## src/rtl/pc_pkg.sv

```systemverilog
// Shared types for the program counter: the resolved per-cycle operation and
// the priority encoder that turns the raw request lines into one operation.
package pc_pkg;

  typedef enum logic [2:0] {
    HOLD,
    INC,
    LOAD,
    CALL,
    RET
  } pc_op_t;

  // ret beats call beats load beats inc; everything else holds.
  function automatic pc_op_t decode_op(input logic load, input logic inc,
                                       input logic call, input logic ret);
    if (ret)       return RET;
    else if (call) return CALL;
    else if (load) return LOAD;
    else if (inc)  return INC;
    else           return HOLD;
  endfunction

endpackage

```

## src/rtl/inc.sv

```systemverilog
// WIDTH-bit incrementer; all-ones wraps silently to zero.
module inc #(
  parameter int WIDTH = 16
) (
  input  logic [WIDTH-1:0] in_value,
  output logic [WIDTH-1:0] out_value
);

  assign out_value = in_value + WIDTH'(1);

endmodule

```

## src/rtl/lifo_stack.sv

```systemverilog
// Register-array LIFO holding return addresses. Pop wins over push, a push
// when full and a pop when empty are both ignored; storage needs no reset.
module lifo_stack #(
  parameter int WIDTH = 16,
  parameter int DEPTH = 8,
  localparam int DW   = $clog2(DEPTH + 1)
) (
  input  logic             clk,
  input  logic             reset,
  input  logic             push,
  input  logic             pop,
  input  logic [WIDTH-1:0] wdata,
  output logic [WIDTH-1:0] rdata,
  output logic [DW-1:0]    depth,
  output logic             full,
  output logic             empty
);

  logic [WIDTH-1:0] mem [DEPTH];
  logic [DW-1:0]    depth_q, depth_d;
  logic             do_push, do_pop;

  assign full    = (depth_q == DW'(DEPTH));
  assign empty   = (depth_q == '0);
  assign do_pop  = pop && !empty;
  assign do_push = push && !pop && !full;
  assign depth   = depth_q;

  always_comb begin
    depth_d = depth_q;
    if (do_pop)       depth_d = depth_q - DW'(1);
    else if (do_push) depth_d = depth_q + DW'(1);
  end

  always_ff @(posedge clk or posedge reset) begin
    if (reset) depth_q <= '0;
    else       depth_q <= depth_d;
  end

  always_ff @(posedge clk) begin
    for (int i = 0; i < DEPTH; i++) begin
      if (do_push && depth_q == DW'(i)) mem[i] <= wdata;
    end
  end

  // Top of stack is the entry just below the pointer.
  always_comb begin
    rdata = '0;
    for (int i = 0; i < DEPTH; i++) begin
      if (depth_q == DW'(i + 1)) rdata = mem[i];
    end
  end

endmodule

```

## src/rtl/pc_stack.sv

```systemverilog
// Hack program counter with a hardware return-address stack: hold, inc,
// load, call and ret, plus sticky overflow/underflow flags.
module pc_stack
  import pc_pkg::*;
#(
  parameter int              WIDTH       = 16,
  parameter int              DEPTH       = 8,
  parameter logic [WIDTH-1:0] RESET_VALUE = '0,
  localparam int             DW          = $clog2(DEPTH + 1)
) (
  input  logic             clk,
  input  logic             reset,
  input  logic             load,
  input  logic             inc,
  input  logic             call,
  input  logic             ret,
  input  logic [WIDTH-1:0] load_value,
  input  logic             err_clear,
  output logic [WIDTH-1:0] pc,
  output logic [DW-1:0]    depth,
  output logic             overflow,
  output logic             underflow
);

  pc_op_t           op;
  logic [WIDTH-1:0] pc_q, pc_d, pc_plus1, top;
  logic             overflow_q, overflow_d, underflow_q, underflow_d;
  logic             full, empty;

  assign op = decode_op(load, inc, call, ret);

  inc #(.WIDTH(WIDTH)) u_inc (
    .in_value  (pc_q),
    .out_value (pc_plus1)
  );

  lifo_stack #(.WIDTH(WIDTH), .DEPTH(DEPTH)) u_stack (
    .clk   (clk),
    .reset (reset),
    .push  (op == CALL),
    .pop   (op == RET),
    .wdata (pc_plus1),
    .rdata (top),
    .depth (depth),
    .full  (full),
    .empty (empty)
  );

  // A flag-setting event in the same cycle overrides err_clear.
  always_comb begin
    pc_d        = pc_q;
    overflow_d  = overflow_q && !err_clear;
    underflow_d = underflow_q && !err_clear;
    case (op)
      INC:  pc_d = pc_plus1;
      LOAD: pc_d = load_value;
      CALL: begin
        pc_d = load_value;
        if (full) overflow_d = 1'b1;
      end
      RET: begin
        if (empty) underflow_d = 1'b1;
        else       pc_d = top;
      end
      default: pc_d = pc_q;
    endcase
  end

  always_ff @(posedge clk or posedge reset) begin
    if (reset) begin
      pc_q        <= RESET_VALUE;
      overflow_q  <= 1'b0;
      underflow_q <= 1'b0;
    end else begin
      pc_q        <= pc_d;
      overflow_q  <= overflow_d;
      underflow_q <= underflow_d;
    end
  end

  assign pc        = pc_q;
  assign overflow  = overflow_q;
  assign underflow = underflow_q;

endmodule

```

## config.mk

```make
export PLATFORM = sky130hd
export DESIGN_NAME = pc_stack
export DESIGN_NICKNAME = d
export VERILOG_FILES = /design/src/rtl/pc_pkg.sv /design/src/rtl/inc.sv /design/src/rtl/lifo_stack.sv /design/src/rtl/pc_stack.sv
export SDC_FILE = /design/constraint.sdc
export NUM_CORES = 1
export LEC_CHECK = 0
export CAP_MARGIN = 20
export CORE_ASPECT_RATIO = 0.9
export CORE_MARGIN = 1
export CORE_UTILIZATION = 50
export CTS_BUF_LIST = sky130_fd_sc_hd__clkbuf_2
export DETAILED_ROUTE_END_ITERATION = 8
export GPL_TIMING_DRIVEN = 0
export MAX_ROUTING_LAYER = met4
export PLACE_DENSITY = 0.69
export SKIP_LAST_GASP = 1
export SYNTH_ARGS = -nofsm -noshare
export SYNTH_HDL_FRONTEND = slang
export SYNTH_SLANG_ARGS = --single-unit
```

## constraint.sdc

```tcl
create_clock -name clk -period 3.3 [get_ports clk]
set_input_delay 0.495 -clock clk [delete_from_list [all_inputs] [get_ports clk]]
set_output_delay 0.495 -clock clk [all_outputs]
set_load 0.01 [all_outputs]
```

==> results by group <==
Run status
  – Status: complete, no violations

Routing
  – WL per Instance: 26.38 um
  – Antenna-violating nets left: 0
  – 1st-iter DRT viols: 729
  – Vias/cell: 6.806
  – WL final: 20630 um
  – Drc violations: 0
  – 1st-pass router iterations: 6
  – DR vias: 5322

STA
  – Fin crit share: 95.72%
  – Setup TNS Final: 0 ps
  – Worst slew pin tran: 1010 ps
  – Final Max Slew Viols: 0
  – Slew margin rel.: 32.12%
  – RSZ-0062 raised after global routing: no
  – Highest clock rate: 316.6 MHz
  – Worst Skew: 47.96 ps
  – Post-layout min period: 3159 ps
  – Slack of the critical path: 141.2 ps
  – Setup violations, final: 0
  – Final Hold Violating Endpoints: 0

Cells and area
  – FF/Latch Area: 0.004394 mm2
  – Area growth, synth to finish: 12.45%
  – Final #Nets: 633
  – Layout cells sized above 1: 7.443%
  – Fillcell total: 1065
  – ANT cells: 0
  – Multi-input gate area: 0.002176 mm2

Floorplan
  – Die Ht: 112.4 um
  – I/O pin total: 45
  – Starting Density: 52.39%
  – # rows: 39
  – Die ar.: 0.01402 mm2
  – Core area: 0.01293 mm2
  – Die X-Extent: 124.7 um

Placed design
  – PortBufs: 43
  – Place WS: -92.65 ps
  – HPWL after detailed placement: 13800 um
  – GP Congestion: 0.9397

Critical path
  – CP endpoint kind: flop
  – FF-to-FF setup slack: 140 ps
  – CP max FO: 16
  – Depth of the most critical reg-to-reg path: 5
  – Crit path kind: reg -> reg
  – Crit start category: flop
  – Worst R2R End: u_stack.mem[0][54]$_DFFE_PP_
  – Worst Setup SP: u_stack.depth[1]$_DFFE_PP0P_
  – WP data arrival: 3550 ps
  – R2r startpoint: u_stack.depth[1]$_DFFE_PP0P_
  – WP data required: 3690 ps

Clock network
  – CTS max path bufs: 2
  – Hold-fix buffers, CTS: 0
  – Root Driver: clkbuf_2
  – Worst-path clk slew: 270 ps
  – CTS H-tree depth: 4
  – Clk sinks: 150
  – CTS tree: built
  – Num CTS Buffers: 17
  – Clk Latency, worst-skew pair: 760 ps

Synthesis
  – Synth Cell Area: 0.006775 mm2
  – Syn nets: 571
  – Distinct cells, synth: 60
  – Post-synth EDFFs: 128
  – Prevailing post-synth register cell: edfxtp_1
  – Synth Instances: 543
  – FF+latch count, synth: 150
  – Syn_area_per_cell: 12.48 um2
  – Synth warn: 0
  – Register area share after synthesis: 64.86%
  – Ys async rst share: 14.67%

Power and ir drop
  – Flop pwr share: 42.2%
  – Clock power frac: 14.2%
  – Power Dens Cells: 890.2 mW/mm2
  – Comb pwr share: 43.7%
  – P_sw: 2.967 mW
  – Leak: 2.578 nW
  – VDD IR max: 0.0004093 V
  – Sw frac: 43.75%
  – Internal: 3.815 mW

Job
  – Max_cap viols: 0

GRT
  – First-pass GRT wire length: 31190 um
  – Global route overflow: 0
  – Antenna violations before repair: 1
  – GRT Util Overall: 31.46%
  – Vias in the first global route: 5037
  – Pin count of the biggest net entering global routing: 23

Min path
  – Hold/Removal Path Class: in -> async
worst max-delay path: stages, from the launching register on:
cell	delay, ps
dfrtp_1	560
ha_1	300
buf_2	280
buf_1	470
clkbuf_1	560
and3_2	640
cells in the mapped netlist (6+ instances only):
master    count  area (um2)
buf_2         6       30.03
a221o_1       6       60.06
xnor2_1       8       70.07
nor2_1       34       127.6
edfxtp_1    128        3844
nor2b_1       6       37.54
o31ai_1       6       45.04
and3_1       13       81.33
a22oi_1      14       105.1
dfrtp_1      22       550.5
nor3_1       17       85.08
inv_1        15       56.30
nand2b_1      6       37.54
xor2_1        6       52.55
a221oi_1     18       157.7
a21oi_1      30       150.1
o21ai_0      24       120.1
a31oi_1       9       56.30
clkbuf_1     31       116.4
nand3_1      14       70.07
a211oi_1      7       52.55
nand2_1      35       131.4
cell families (layout without fill, tap and decap cells):
logic type,Yosys count,after routing,share of synthesized area (%)
compound gates,167,167,17.67
simple gates,152,152,11.47
flops,150,150,64.86
buf+inv,54,129,3.102
xor+xnor,14,14,1.810
fa+ha+maj,5,5,0.9234
mux,1,1,0.1662
layout by cell type, fill, tap and decap left out, types with 4 or more instances in the layout:
cell             count
xor2_1               6
inv_1               15
clkbuf_2            17
a221o_1              6
edfxtp_1           128
o21ai_0             24
a21oi_1             30
xnor2_1              8
nand2b_1             6
clkbuf_1            31
a211oi_1             7
and3_2               4
o31ai_1              6
nand3b_1             5
a221oi_1            18
a31oi_1              9
buf_2                6
nand3_1             14
ha_1                 5
nor4_1               4
dfrtp_1             22
a22oi_1             14
nand4_1              4
nor2b_1              6
clkdlybuf4s50_1     43
nor2_1              34
nor3_1              17
o21bai_1             4
or3_1                5
and3_1               9
inv_6                6
o211ai_1             5
o32ai_1              5
nand2_1             35
registers in the layout (all words and copies together), names as in the netlist:
name	cells
overflow	1
underflow	1
pc	16
u_stack.depth	4
u_stack.mem	128
per-layer routing:
layer | GRT usage, % | wire length (um) | part of all wire (%)
met3 | 7.436 | 2082 | 10
met1 | 42.96 | 8755 | 42
met4 | 11.65 | 497 | 2.4
met5 | - | 0 | 0
met2 | 45.93 | 9297 | 45
layout make-up:
| cell class | count | share of cell area [%] |
|---|---|---|
| buffer | 39 | 2.020 |
| clock buffer | 17 | 1.117 |
| clock inverter | 15 | 1.544 |
| inverter | 15 | 0.7390 |
| multi-input combinational | 339 | 28.56 |
| sequential | 150 | 57.68 |
| tap | 164 | 2.693 |
| timing repair buffer | 43 | 5.650 |
power by group through the flow:
| stage | clock, mW | sequential (mW) | combinational (mW) |
|---|---|---|---|
| 2_1_floorplan | 0 | 2.87 | 1.64 |
| 3_3_place_gp | 0 | 2.88 | 2.81 |
| 3_5_place_dp | 0 | 2.90 | 2.86 |
| 4_1_cts | 0.949 | 2.85 | 2.87 |
| 5_1_grt | 1.03 | 2.89 | 3.15 |
| 6_report | 0.962 | 2.86 | 2.96 |
timing repair:
item,CTS,global route
setup buffers,0,0
resized for setup,2,2
endpoints found under the setup margin,25,32
gates cloned,0,0
how the worst max path moves through the flow:
stage / end / slack [ps]
floorplan: u_stack.mem[0][32]$_DFFE_PP_ / 920
global placement: u_stack.mem[0][38]$_DFFE_PP_ / -40
detailed placement: u_stack.mem[0][38]$_DFFE_PP_ / -90
CTS: u_stack.mem[1][50]$_DFFE_PP_ / 4
global route: u_stack.mem[0][54]$_DFFE_PP_ / 7
finish: u_stack.mem[0][54]$_DFFE_PP_ / 140
per-stage QoR:
step	hold WS (ps)	cell area, um2	power [mW]	util (%)	cells
4_1_cts	250.5	7616	6.672	58.90	782
5_1_grt	280.9	7619	7.070	58.92	782
3_3_place_gp	516.0	7411	5.691	57.31	750
6_report	221.7	7619	6.782	58.92	782
3_5_place_dp	528.6	7411	5.752	57.31	750
2_1_floorplan	484.2	6775	4.516	-	543
No activity file was read; power rests on OpenSTA's default activity.
